$ cat src/rtl/debounce_multi.sv
// debounce_multi: multi-channel switch/button debouncer with one shared millisecond prescaler.
// Define DEBOUNCE_LONGPRESS_EN to build the per-channel long-press strobe; otherwise long is tied low.
module debounce_multi #(
    parameter int C_CHANNELS    = 4,
    parameter int C_CLK_FRQ     = 100_000_000,
    parameter int C_INTERVAL_MS = 10,
    parameter int C_LONG_MS     = 1000
) (
    input  logic                  clk,
    input  logic                  rstb,
    input  logic [C_CHANNELS-1:0] in,
    output logic [C_CHANNELS-1:0] out,
    output logic [C_CHANNELS-1:0] rise,
    output logic [C_CHANNELS-1:0] fall,
    output logic [C_CHANNELS-1:0] long
);

    localparam int C_TICK = C_CLK_FRQ / 1000;
    localparam int C_PW   = (C_TICK > 1) ? $clog2(C_TICK) : 1;
    localparam int C_CW   = $clog2(C_INTERVAL_MS + 1);

    localparam logic [C_PW-1:0] C_PRESC_LAST = C_PW'(C_TICK - 1);
    localparam logic [C_CW-1:0] C_CNT_LAST   = C_CW'(C_INTERVAL_MS - 1);

    generate
        if (C_CHANNELS < 1 || C_TICK < 1 || C_INTERVAL_MS < 1 || C_LONG_MS < 1) begin : g_bad_param
            $error("debounce_multi: parameter out of range");
        end
    endgenerate

    // Shared millisecond prescaler
    logic [C_PW-1:0] presc_q;
    logic [C_PW-1:0] presc_d;
    logic            tick;

    always_comb begin
        tick    = (presc_q == C_PRESC_LAST);
        presc_d = tick ? '0 : presc_q + 1'b1;
    end

    always_ff @(posedge clk) begin
        if (!rstb) begin
            presc_q <= '0;
        end else begin
            presc_q <= presc_d;
        end
    end

    logic [C_CHANNELS-1:0] s1_q;
    logic [C_CHANNELS-1:0] s_q;
    logic [C_CHANNELS-1:0] out_q;
    logic [C_CHANNELS-1:0] out_d;
    logic [C_CHANNELS-1:0] rise_q;
    logic [C_CHANNELS-1:0] rise_d;
    logic [C_CHANNELS-1:0] fall_q;
    logic [C_CHANNELS-1:0] fall_d;
    logic [C_CW-1:0]       cnt_q [C_CHANNELS];
    logic [C_CW-1:0]       cnt_d [C_CHANNELS];

    // A synchronised level that agrees with out restarts the interval on every cycle.
    always_comb begin
        out_d  = out_q;
        rise_d = '0;
        fall_d = '0;
        for (int i = 0; i < C_CHANNELS; i++) begin
            cnt_d[i] = cnt_q[i];
            if (s_q[i] == out_q[i]) begin
                cnt_d[i] = '0;
            end else if (tick) begin
                if (cnt_q[i] == C_CNT_LAST) begin
                    out_d[i]  = s_q[i];
                    rise_d[i] = s_q[i];
                    fall_d[i] = ~s_q[i];
                    cnt_d[i]  = '0;
                end else begin
                    cnt_d[i] = cnt_q[i] + 1'b1;
                end
            end
        end
    end

    always_ff @(posedge clk) begin
        if (!rstb) begin
            s1_q   <= '0;
            s_q    <= '0;
            out_q  <= '0;
            rise_q <= '0;
            fall_q <= '0;
            for (int i = 0; i < C_CHANNELS; i++) begin
                cnt_q[i] <= '0;
            end
        end else begin
            s1_q   <= in;
            s_q    <= s1_q;
            out_q  <= out_d;
            rise_q <= rise_d;
            fall_q <= fall_d;
            for (int i = 0; i < C_CHANNELS; i++) begin
                cnt_q[i] <= cnt_d[i];
            end
        end
    end

    assign out  = out_q;
    assign rise = rise_q;
    assign fall = fall_q;

`ifdef DEBOUNCE_LONGPRESS_EN
    localparam int C_LW = $clog2(C_LONG_MS + 1);

    localparam logic [C_LW-1:0] C_LC_MAX  = C_LW'(C_LONG_MS);
    localparam logic [C_LW-1:0] C_LC_LAST = C_LW'(C_LONG_MS - 1);

    logic [C_LW-1:0]       lc_q [C_CHANNELS];
    logic [C_LW-1:0]       lc_d [C_CHANNELS];
    logic [C_CHANNELS-1:0] long_q;
    logic [C_CHANNELS-1:0] long_d;

    // Saturating at the threshold makes the strobe fire once per press.
    always_comb begin
        long_d = '0;
        for (int i = 0; i < C_CHANNELS; i++) begin
            lc_d[i] = lc_q[i];
            if (!out_q[i]) begin
                lc_d[i] = '0;
            end else if (tick && (lc_q[i] != C_LC_MAX)) begin
                lc_d[i]   = lc_q[i] + 1'b1;
                long_d[i] = (lc_q[i] == C_LC_LAST);
            end
        end
    end

    always_ff @(posedge clk) begin
        if (!rstb) begin
            long_q <= '0;
            for (int i = 0; i < C_CHANNELS; i++) begin
                lc_q[i] <= '0;
            end
        end else begin
            long_q <= long_d;
            for (int i = 0; i < C_CHANNELS; i++) begin
                lc_q[i] <= lc_d[i];
            end
        end
    end

    assign long = long_q;
`else
    assign long = '0;
`endif

endmodule
$ cat config.mk
export PLATFORM = sky130hd
export DESIGN_NAME = debounce_multi
export DESIGN_NICKNAME = d
export VERILOG_FILES = /design/src/rtl/debounce_multi.sv
export SDC_FILE = /design/constraint.sdc
export NUM_CORES = 1
export LEC_CHECK = 0
export CORE_ASPECT_RATIO = 1.4
export CORE_MARGIN = 2
export CORE_UTILIZATION = 40
export CTS_BUF_LIST = sky130_fd_sc_hd__clkbuf_2
export DETAILED_ROUTE_END_ITERATION = 8
export DONT_BUFFER_PORTS = 1
export PLACE_DENSITY = 0.61
export SYNTH_ARGS = -nofsm -noshare
export SYNTH_HDL_FRONTEND = slang
export SYNTH_SLANG_ARGS = --single-unit
$ cat constraint.sdc
create_clock -name clk -period 1.9 [get_ports clk]
set_input_delay 0.38 -clock clk [delete_from_list [all_inputs] [get_ports clk]]
set_output_delay 0.38 -clock clk [all_outputs]
set_load 0.1 [all_outputs]
; Word-level counts from Yosys, hierarchy flattened
; Memories as Yosys holds them, arrays and structs flattened.
; Cells that the tools add are included.
[totals]
ram_bits = 16
mem_count = 1
latch_bits = 0
out_inout_bits = 16
register_bits = 37
romBits = 0
input_bits = 6
wordCells = 75
[classes]
shift = 0
mul = 0
n_eq_ne = 9
n_bitwise = 18
n_reduce_logical = 9
n_div = 0
addsub = 5
magnitude_cmp = 0
n_mux = 18
[memory_table]
columns = name, depth, word_bits, read_ports, rd_clocked_by_memory_dff, wr, line
row1 = cnt_q, 4, 4, 4, 0, 4, 57  ; logic [C_CW-1:0] cnt_q [C_CHANNELS];
[op_table]
columns = op, count
row1 = 4-bit two-way mux, 16
row2 = 17-bit by 1-bit adder with 17-bit output (second input constant), 1
row3 = 17-bit equality test (second input constant), 1
row4 = 4-bit by 1-bit adder with 4-bit output (second input constant), 4
row5 = 4-bit equality test (second input constant), 4
row6 = 4-bit OR reduction, 4
row7 = 1-bit inverter, 14
row8 = 3-bit AND reduction, 4
row9 = 1-bit equality test, 4
row10 = 1-bit bitwise OR, 4
row11 = 1-bit two-way mux, 2
row12 = 2-bit OR reduction, 1

; Depth between registers and ports, before layout
; Gate-level depths: netlist (run 1).
; An unclocked memory read counts as a cell.
[depth]
ltp_word = 6
depth_mapped = 7
mapped_depth_nobuf = 5

; Least setup slack after synthesis (run 1)
; OpenSTA, ideal clock, no wires.
[synth_timing]
path_type = register to register
startpoint = register out_q[1], in the netlist out[1]
endpoint = memory cnt_q[1][3] (netlist name)
setup_ns = 0.093
path_stages_with_launch = 5
period_less_slack_ns = 1.748
n_path_buf = 0
t_required_ns = 1.807
path_slack_ns = 0.152
arrival_ns = 1.654
path_cell_list = dfxtp_1 > xor2_1 > nand2_1 > a31o_2 > o311ai_2
[synth_lines]
columns = item, line
row1 = from (decl), 51  ; logic [C_CHANNELS-1:0] out_q;
row2 = from (signal assigned), 95  ; out_q <= out_d;
row3 = to (decl), 57

==> impl_metrics.toml, run 1 <==
[synthesis]
seq_area_frac_synth_pct = 45.6
synthArstFlopShare_pct = 0
postSynthAreaPerCell_um2 = 8.91
synth-main-ff-cell = "dfxtp_1"
synth_top_area_share_pct = 45.6
synth_edf_count = 0
ys_types = 31
yosys_warnings = 0
synth_top_area_cell = "dfxtp_1"
ys_ff_latch = 53
syn_area_um2 = 2330
syn_inst = 261
synth_area_leaders = "dfxtp_1 (46%), xnor2_1 (6.0%), nand4_1 (4.8%)"

[timing]
hold_viol_final = 0
fin_crit_ps = 1710
fmax_mhz = 586
finalCritPeriodShare_pct = 89.8
setup_violations = 0
setup_slack_ps = 193
rsz0062_at_grt = "false"
maxSlewViolCount = 0
worst_clock_skew_ps = 33.2
setup_tns_ps = 0

[route]
first_pass_iters = 6
wl_per_cell_um = 13.0
drtIter0Drc = 65
drc = 0
vias = 1881
drtAntennaViolNets = 0
vias_per_cell = 5.36
wl_um = 4580

[global_route]
overflow = 0
track_usage_pct = 15.3
grt_pass1_wl_um = 7510
first_global_vias = 1749
grt_max_degree = 22
antenna_found_initial = 0

[critical_path]
crit_buf_inv = 1
crit_fanout = 7
startpoint_type = "register"
cp_cell_sequence = "ha_1, and4_1, nand4_1, buf_4, o311ai_0"
critPathRequiredTime_ps = 2230
crit_family = "simple AND/OR/NAND/NOR gates"
cp.arrival_ps = 2040
crit_path_max_incr_delay_ps = 400
cpMaxStageDelayCell = "dfxtp_2"
cp-end-kind = "register"
crit_type = "reg2reg"

[die]
core_area_um2 = 5570
start_util_pct = 41.8
die_y_um = 94.2
io_pins = 22
rows = 32
dieArea_um2 = 6450
die_w_um = 68.4

[clocking]
insertion_delay_ps = 440
clockBufferDepth = 2
cts_buffers = 5
cts_sinks = 53
clk_pin_slew_ps = 230
cts_setup_buffers = 0
cts_htree_levels = 2
root_buffer = "clkbuf_2"
tritoncts = "yes"

[finish]
area_growth_syn_to_layout_pct = 10.3
num-fill-cells = 544
layout_commonest_cell = "dfxtp_1"
final_cell_mix = "dfxtp_1 (51), nor2_1 (21), inv_1 (21), nand3_1 (21), nand4_1 (18)"
final_nets = 290
drive_gt1_share_pct = 12.7
final_util_pct = 46.1
antennaDiodeCount = 0

[placed_design]
io_buffers = 0
pre_cts_ws_ps = 172
dp_hpwl_um = 3100
place_congestion = 0.825

[power]
p_per_area_nw_per_um2 = 645
peakVddDrop_mv = 0.268
power_leakage_nw = 0.824

[flow_run]
max_cap_viol_count = 0

[outcome]
status = "complete, no violations"

[hold_path]
hp-class = "in2reg"
[state kept, by name, indices dropped and copies added, names as in the netlist]
name / cells
out: 4
rise: 4
fall: 4
s1_q: 4
cnt_q: 16
s_q: 4
presc_q: 17
[worst reg2reg max path: cells and delay by family (launching register included)]
family / cells / cell delay (ps)
buffers and inverters: 1 / 230
AND/OR/NAND/NOR: 2 / 440
adder cells (fa/ha/maj): 1 / 200
flip-flops: 1 / 400
AO/OA/AOI/OAI: 1 / 350
[layer usage]
| layer | part of all wire (%) | wire (µm) | GRT usage [%] | vias to the layer above |
|---|---|---|---|---|
| li1 | - | - | - | 961 |
| met1 | 44 | 2000 | 16.6 | 887 |
| met2 | 50 | 2280 | 26.7 | 25 |
| met3 | 4.2 | 190 | 4.80 | 8 |
| met4 | 2.3 | 104 | 6.33 | 0 |
| met5 | 0 | 0 | 0 | - |
[synthesized netlist by cell type, types with 3 or more instances]
cell type and instances:
nor2_1 21, nand2_1 16, nor3_1 12, a21oi_1 17, xnor2_1 16, buf_4 5
o31ai_1 8, o311ai_0 3, or4_1 4, xor2_1 6, nor4_1 3, nand4_1 18
dfxtp_1 53, a31o_2 5, nand3_1 21, nor3b_1 4, o21ai_0 4, and2_1 8
inv_1 21
[logic make-up (layout without fill, tap and decap cells)]
family | count (synthesis) | count (layout) | share of synthesized area, %
and+or+nand+nor | 114 | 114 | 27.5
DFF | 53 | 53 | 45.6
AOI/OAI and AO/OA | 38 | 38 | 10.8
buffers and inverters | 32 | 51 | 7.10
xor gates and xnor gates | 22 | 22 | 8.28
adders and majority gates | 1 | 1 | 0.538
other | 1 | 4 | 0.161
[final timing paths]
kind,from,end,slack (ps),cells after the start
setup / recovery,presc_q[0],cnt_q[2][3],190,5
hold / removal,rstb,presc_q[1],80,1
setup reg to reg,presc_q[0],cnt_q[2][3],190,5
hold reg to reg,presc_q[0],presc_q[0],440,1
[where the power goes]
group | internal [mW] | switching (mW) | leakage [nW]
combinational | 0.0209 | 0.0571 | 0.365
clock | 0.0870 | 0.350 | 0.0292
sequential | 1.13 | 0.0101 | 0.430
total | 1.24 | 0.417 | 0.824
[cell type report]
cell class / count / area [µm²] / share of cell area, %
clock buffers: 5 / 25.0 / 0.976
clock inverters: 2 / 13.8 / 0.537
inverters: 21 / 78.8 / 3.07
multi-input cells: 179 / 1110 / 43.3
flip-flops and latches: 53 / 1060 / 41.5
well taps: 68 / 85.1 / 3.32
repair buffers: 23 / 188 / 7.32
[what timing repair did]
item / CTS / global route
hold buffers: 1 / 5
gates resized for setup: 0 / 2
hold endpoints to repair: 3 / 8
endpoints found under the setup margin: 0 / 3
[through the flow]
step | instance area, µm² | total power [mW] | instances | hold WS, ps
finish | 2560 | 1.65 | 351 | 81.1
detailed placement | 2460 | 1.23 | 338 | 418
CTS | 2510 | 1.67 | 346 | 3.13
global route | 2560 | 1.73 | 351 | 40.4
global placement | 2460 | 1.22 | 338 | 414
floorplan | 2340 | 1.23 | 264 | 412
(Power assumes the default switching activity.)
==> run 2, diff against run 1 <==
--- a/config.mk
+++ b/config.mk
@@ -6,12 +6,11 @@
 export NUM_CORES = 1
 export LEC_CHECK = 0
 export CORE_ASPECT_RATIO = 1.4
-export CORE_MARGIN = 2
-export CORE_UTILIZATION = 40
+export CORE_UTILIZATION = 34
 export CTS_BUF_LIST = sky130_fd_sc_hd__clkbuf_2
 export DETAILED_ROUTE_END_ITERATION = 8
 export DONT_BUFFER_PORTS = 1
-export PLACE_DENSITY = 0.61
+export PLACE_DENSITY = 0.55
 export SYNTH_ARGS = -nofsm -noshare
 export SYNTH_HDL_FRONTEND = slang
 export SYNTH_SLANG_ARGS = --single-unit
==> impl_metrics.toml, run 2 (synthesized netlist as in run 1, its figures left out) <==
[clocking]
cts_setup_buffers = 0
hold_buffers = 1
cts_htree_levels = 2
tritoncts = "yes"
post_cts_resized = 0
clk_pin_slew_ps = 250
cts_sinks = 53
root_buffer = "clkbuf_2"
insertion_delay_ps = 440
clockBufferDepth = 2
cts_buffers = 5

[finish]
final_cell_mix = "dfxtp_1 (53), nor2_1 (21), inv_1 (21), nand3_1 (21), nand4_1 (18)"
largest_register = "presc_q"
final_nets = 288
area_growth_syn_to_layout_pct = 11.8
multi_input_area_um2 = 1110
reg.largest.list = "presc_q x17, cnt_q x16"
seqCellArea_um2 = 1060
num-fill-cells = 679
layout_commonest_cell = "dfxtp_1"
largest_reg_flops = 17
drive_gt1_share_pct = 12.1

[hold_path]
min_from = "rstb"
hp-class = "in2reg"
hold_end = "s_q[3]"
worstHoldPathCells = 1

[critical_path]
startpoint_type = "register"
cpMaxStageDelayCell = "dfxtp_1"
crit_buf_inv = 1
critPathRequiredTime_ps = 2250
r2r_slack_ps = 200
r2r_end = "cnt_q[0][3]"
rr_worst_depth = 5
crit_path_max_incr_delay_ps = 430
cp.arrival_ps = 2050
crit_family = "simple AND/OR/NAND/NOR gates"
cp-end-kind = "register"
crit-reg2reg-launch = "presc_q[0]"
cp_cell_sequence = "ha_1, and4_1, nand4_1, buf_4, o311ai_0"
crit_type = "reg2reg"
crit_fanout = 6

[timing]
setup_violations = 0
maxSlewViolCount = 0
setup_slack_ps = 200
fmax_mhz = 588
fin_crit_ps = 1700
hold_viol_final = 0
rsz0062_at_grt = "false"
worst_clock_skew_ps = 21.8
finalCritPeriodShare_pct = 89.4
setup_tns_ps = 0

[global_route]
first_global_vias = 1747
track_usage_pct = 14.0
antenna_found_initial = 1
grt_max_degree = 22
overflow = 0
grt_pass1_wl_um = 7910

[route]
wl_um = 4650
wl_per_cell_um = 12.4
first_pass_iters = 4
drc = 0
drtIter0Drc = 134
vias = 1865
drtAntennaViolNets = 0
vias_per_cell = 4.97

[die]
io_pins = 22
dieArea_um2 = 7180
die_y_um = 99.9
start_util_pct = 35.2
die_w_um = 71.9
core_area_um2 = 6610
rows = 35

[power]
peakVddDrop_mv = 0.332
power_leakage_nw = 0.828
p_per_area_nw_per_um2 = 684

[placed_design]
place_congestion = 0.767
pre_cts_ws_ps = 259
io_buffers = 0
dp_hpwl_um = 3110

[flow_run]
max_cap_viol_count = 0

[outcome]
status = "complete, no violations"
## run 2: cell count changes in the layout (fill, tap and decap cells not counted), sizes merged
cell         change
inv              -1
bufinv           +1
clkbuf           +1
diode            +1
dlygate4sd3      -2
## run 2: worst register-to-register path: cells and delay by family, from the launching register on
family          cells  cell delay (ps)
compound gates      1              330
flops               1              430
simple gates        2              430
fa+ha+maj           1              220
buf+inv             1              220
## run 2: power breakdown
group | switching, mW | internal [mW] | leakage, nW | total [mW]
sequential | 0.0102 | 1.13 | 0.429 | 1.14
combinational | 0.0572 | 0.0184 | 0.358 | 0.0756
clock | 0.340 | 0.224 | 0.0406 | 0.564
total | 0.408 | 1.37 | 0.828 | 1.78
## run 2: worst max-delay path by stage
stage	depth (start not counted)	startpoint	end	slack (ps)
floorplan	4	out[1]	cnt_q[1][3]	150
global placement	5	presc_q[0]	cnt_q[2][3]	300
detailed placement	6	presc_q[0]	rise[2]	260
CTS	5	presc_q[1]	cnt_q[0][3]	200
global route	5	presc_q[0]	cnt_q[0][3]	40
finish	5	presc_q[0]	cnt_q[0][3]	200
## run 2: per-stage QoR
step | hold WS [ps] | area, µm² | power [mW] | util, % | instances
6_report | 51.4 | 2600 | 1.78 | 39.3 | 375
5_1_grt | 0.885 | 2600 | 1.86 | 39.3 | 375
4_1_cts | 4.73 | 2570 | 1.81 | 38.8 | 371
3_5_place_dp | 422 | 2490 | 1.23 | 37.7 | 362
3_3_place_gp | 415 | 2490 | 1.23 | 37.7 | 362
2_1_floorplan | 412 | 2340 | 1.23 | - | 264
## run 2: routing by layer
layer,part of all wire (%),wire [µm],global-route usage [%]
met1,43,2010,15.9
met2,49,2300,24.4
met3,4.1,192,4.02
met4,3.1,143,6.03
met5,0,0,0
## run 2: area by class of cell
cell class                      instances  share of cell area (%)
Antenna cell                            1                  0.0962
Clock buffer                            6                    1.15
Clock inverter                          2                    1.30
Inverter                               21                    3.03
Multi-Input combinational cell        179                    42.7
Sequential cell                        53                    40.8
Tap cell                               92                    4.43
Timing Repair Buffer                   21                    6.45
==> edit, RTL diff (settings of run 2) <==
Add a define of `DEBOUNCE_LONGPRESS_EN`.
--- a/src/rtl/debounce_multi.sv
+++ b/src/rtl/debounce_multi.sv
@@ -1,5 +1,7 @@
 // debounce_multi: multi-channel switch/button debouncer with one shared millisecond prescaler.
 // Define DEBOUNCE_LONGPRESS_EN to build the per-channel long-press strobe; otherwise long is tied low.
+`define DEBOUNCE_LONGPRESS_EN
+
 module debounce_multi #(
     parameter int C_CHANNELS    = 4,
     parameter int C_CLK_FRQ     = 100_000_000,
Behaviour: same outputs for any inputs over 10 cycles, from zero or initial values and one cycle with rstb low; that may be too few to reach the edited logic, so the function may still have changed.
==> edit against run 2 <==
Worst hold slack got worse by 0.0016 ns; the flow now finishes with violations (negative setup slack); critical path type unchanged; worst setup slack got worse by 0.33 ns; non-clock buffer count up 70; routed wire length increased to 2.8 times the old value; design area grew 130%; sequential cell count up 44; clock power up 110%; critical endpoint is now cnt_q[3][1]; fmax is 16% lower; area after synthesis increased by 110%; power is 86% higher.
==> edit: results (changes against run 2) <==
vdd_ir_drop_max_v: 0.0003899  # was 0.0003324 V
clock_latency_ns: 0.61  # was 0.44 ns
ys_seq_area_frac: 0.4058  # was 0.4562
synth-seq-cells: 97  # was 53
drive_above_1_share: 0.2531  # was 0.1206
setup_slack_ns: -0.1248  # was 0.2005 ns
met3WireLength_um: 347  # was 192 µm
synth_area_leaders: "dfxtp_1, o31ai_1, nand3_1"  # was dfxtp_1, xnor2_1, nand4_1
setup_violations: 37  # was 0
gp_congestion: 0.8221  # was 0.7667
multi_input_area_um2: 2912  # was 1111 µm²
max_stage_delay_ns: 0.64  # was 0.43 ns
fin_cells: 819  # was 375
h-tree-depth: 3  # was 2
use_met2: 0.3236  # was 0.2438
violations: "negative setup slack"
sh_seq_area: 0.3210  # was 0.4081
wl_met2_um: 6637  # was 2298 µm
fin_util: 0.4471  # was 0.3932
dp_hpwl_um: 9071  # was 3114 µm
syn_inst: 558  # was 261
synthMuxAreaShare: 0.01255  # was 0
final-clk-cell-share: 0.02350  # was 0.02454
status: "finished, violations left"  # was completed
inverters: 22  # was 21
grt_util_met3: 0.02800  # was 0.04016
m1WireLength_um: 5473  # was 2013 µm
num_rows: 50  # was 35
## edit: stage by stage
| stage | setup WS (ns) | hold slack (ns) | total power, W |
|---|---|---|---|
| final | -0.1248 | 0.04983 | 0.003318 |
| after global routing | -0.1595 | 0.02501 | 0.003447 |
| after CTS | -0.1099 | 0.03000 | 0.003356 |
| after detailed placement | -0.1690 | 0.4196 | 0.002160 |
| after global placement | -0.07364 | 0.4182 | 0.002158 |
| after floorplan | -0.04152 | 0.4119 | 0.002143 |
## edit: worst max-delay path, delay by kind of cell (launching register included)
| family | cells | cell delay (ns) |
|---|---|---|
| AO/OA/AOI/OAI | 1 | 0.14 |
| AND/OR/NAND/NOR | 3 | 1.26 |
| flip-flops | 1 | 0.41 |
| adder cells (fa/ha/maj) | 1 | 0.15 |
## edit: what timing repair did
action	CTS	global route
hold buffers	6	0
gates resized for setup	24	39
endpoints found under the hold margin	25	0
endpoints found under the setup margin	59	64
pin swaps	10	8
gates cloned	1	1
setup buffers	8	5
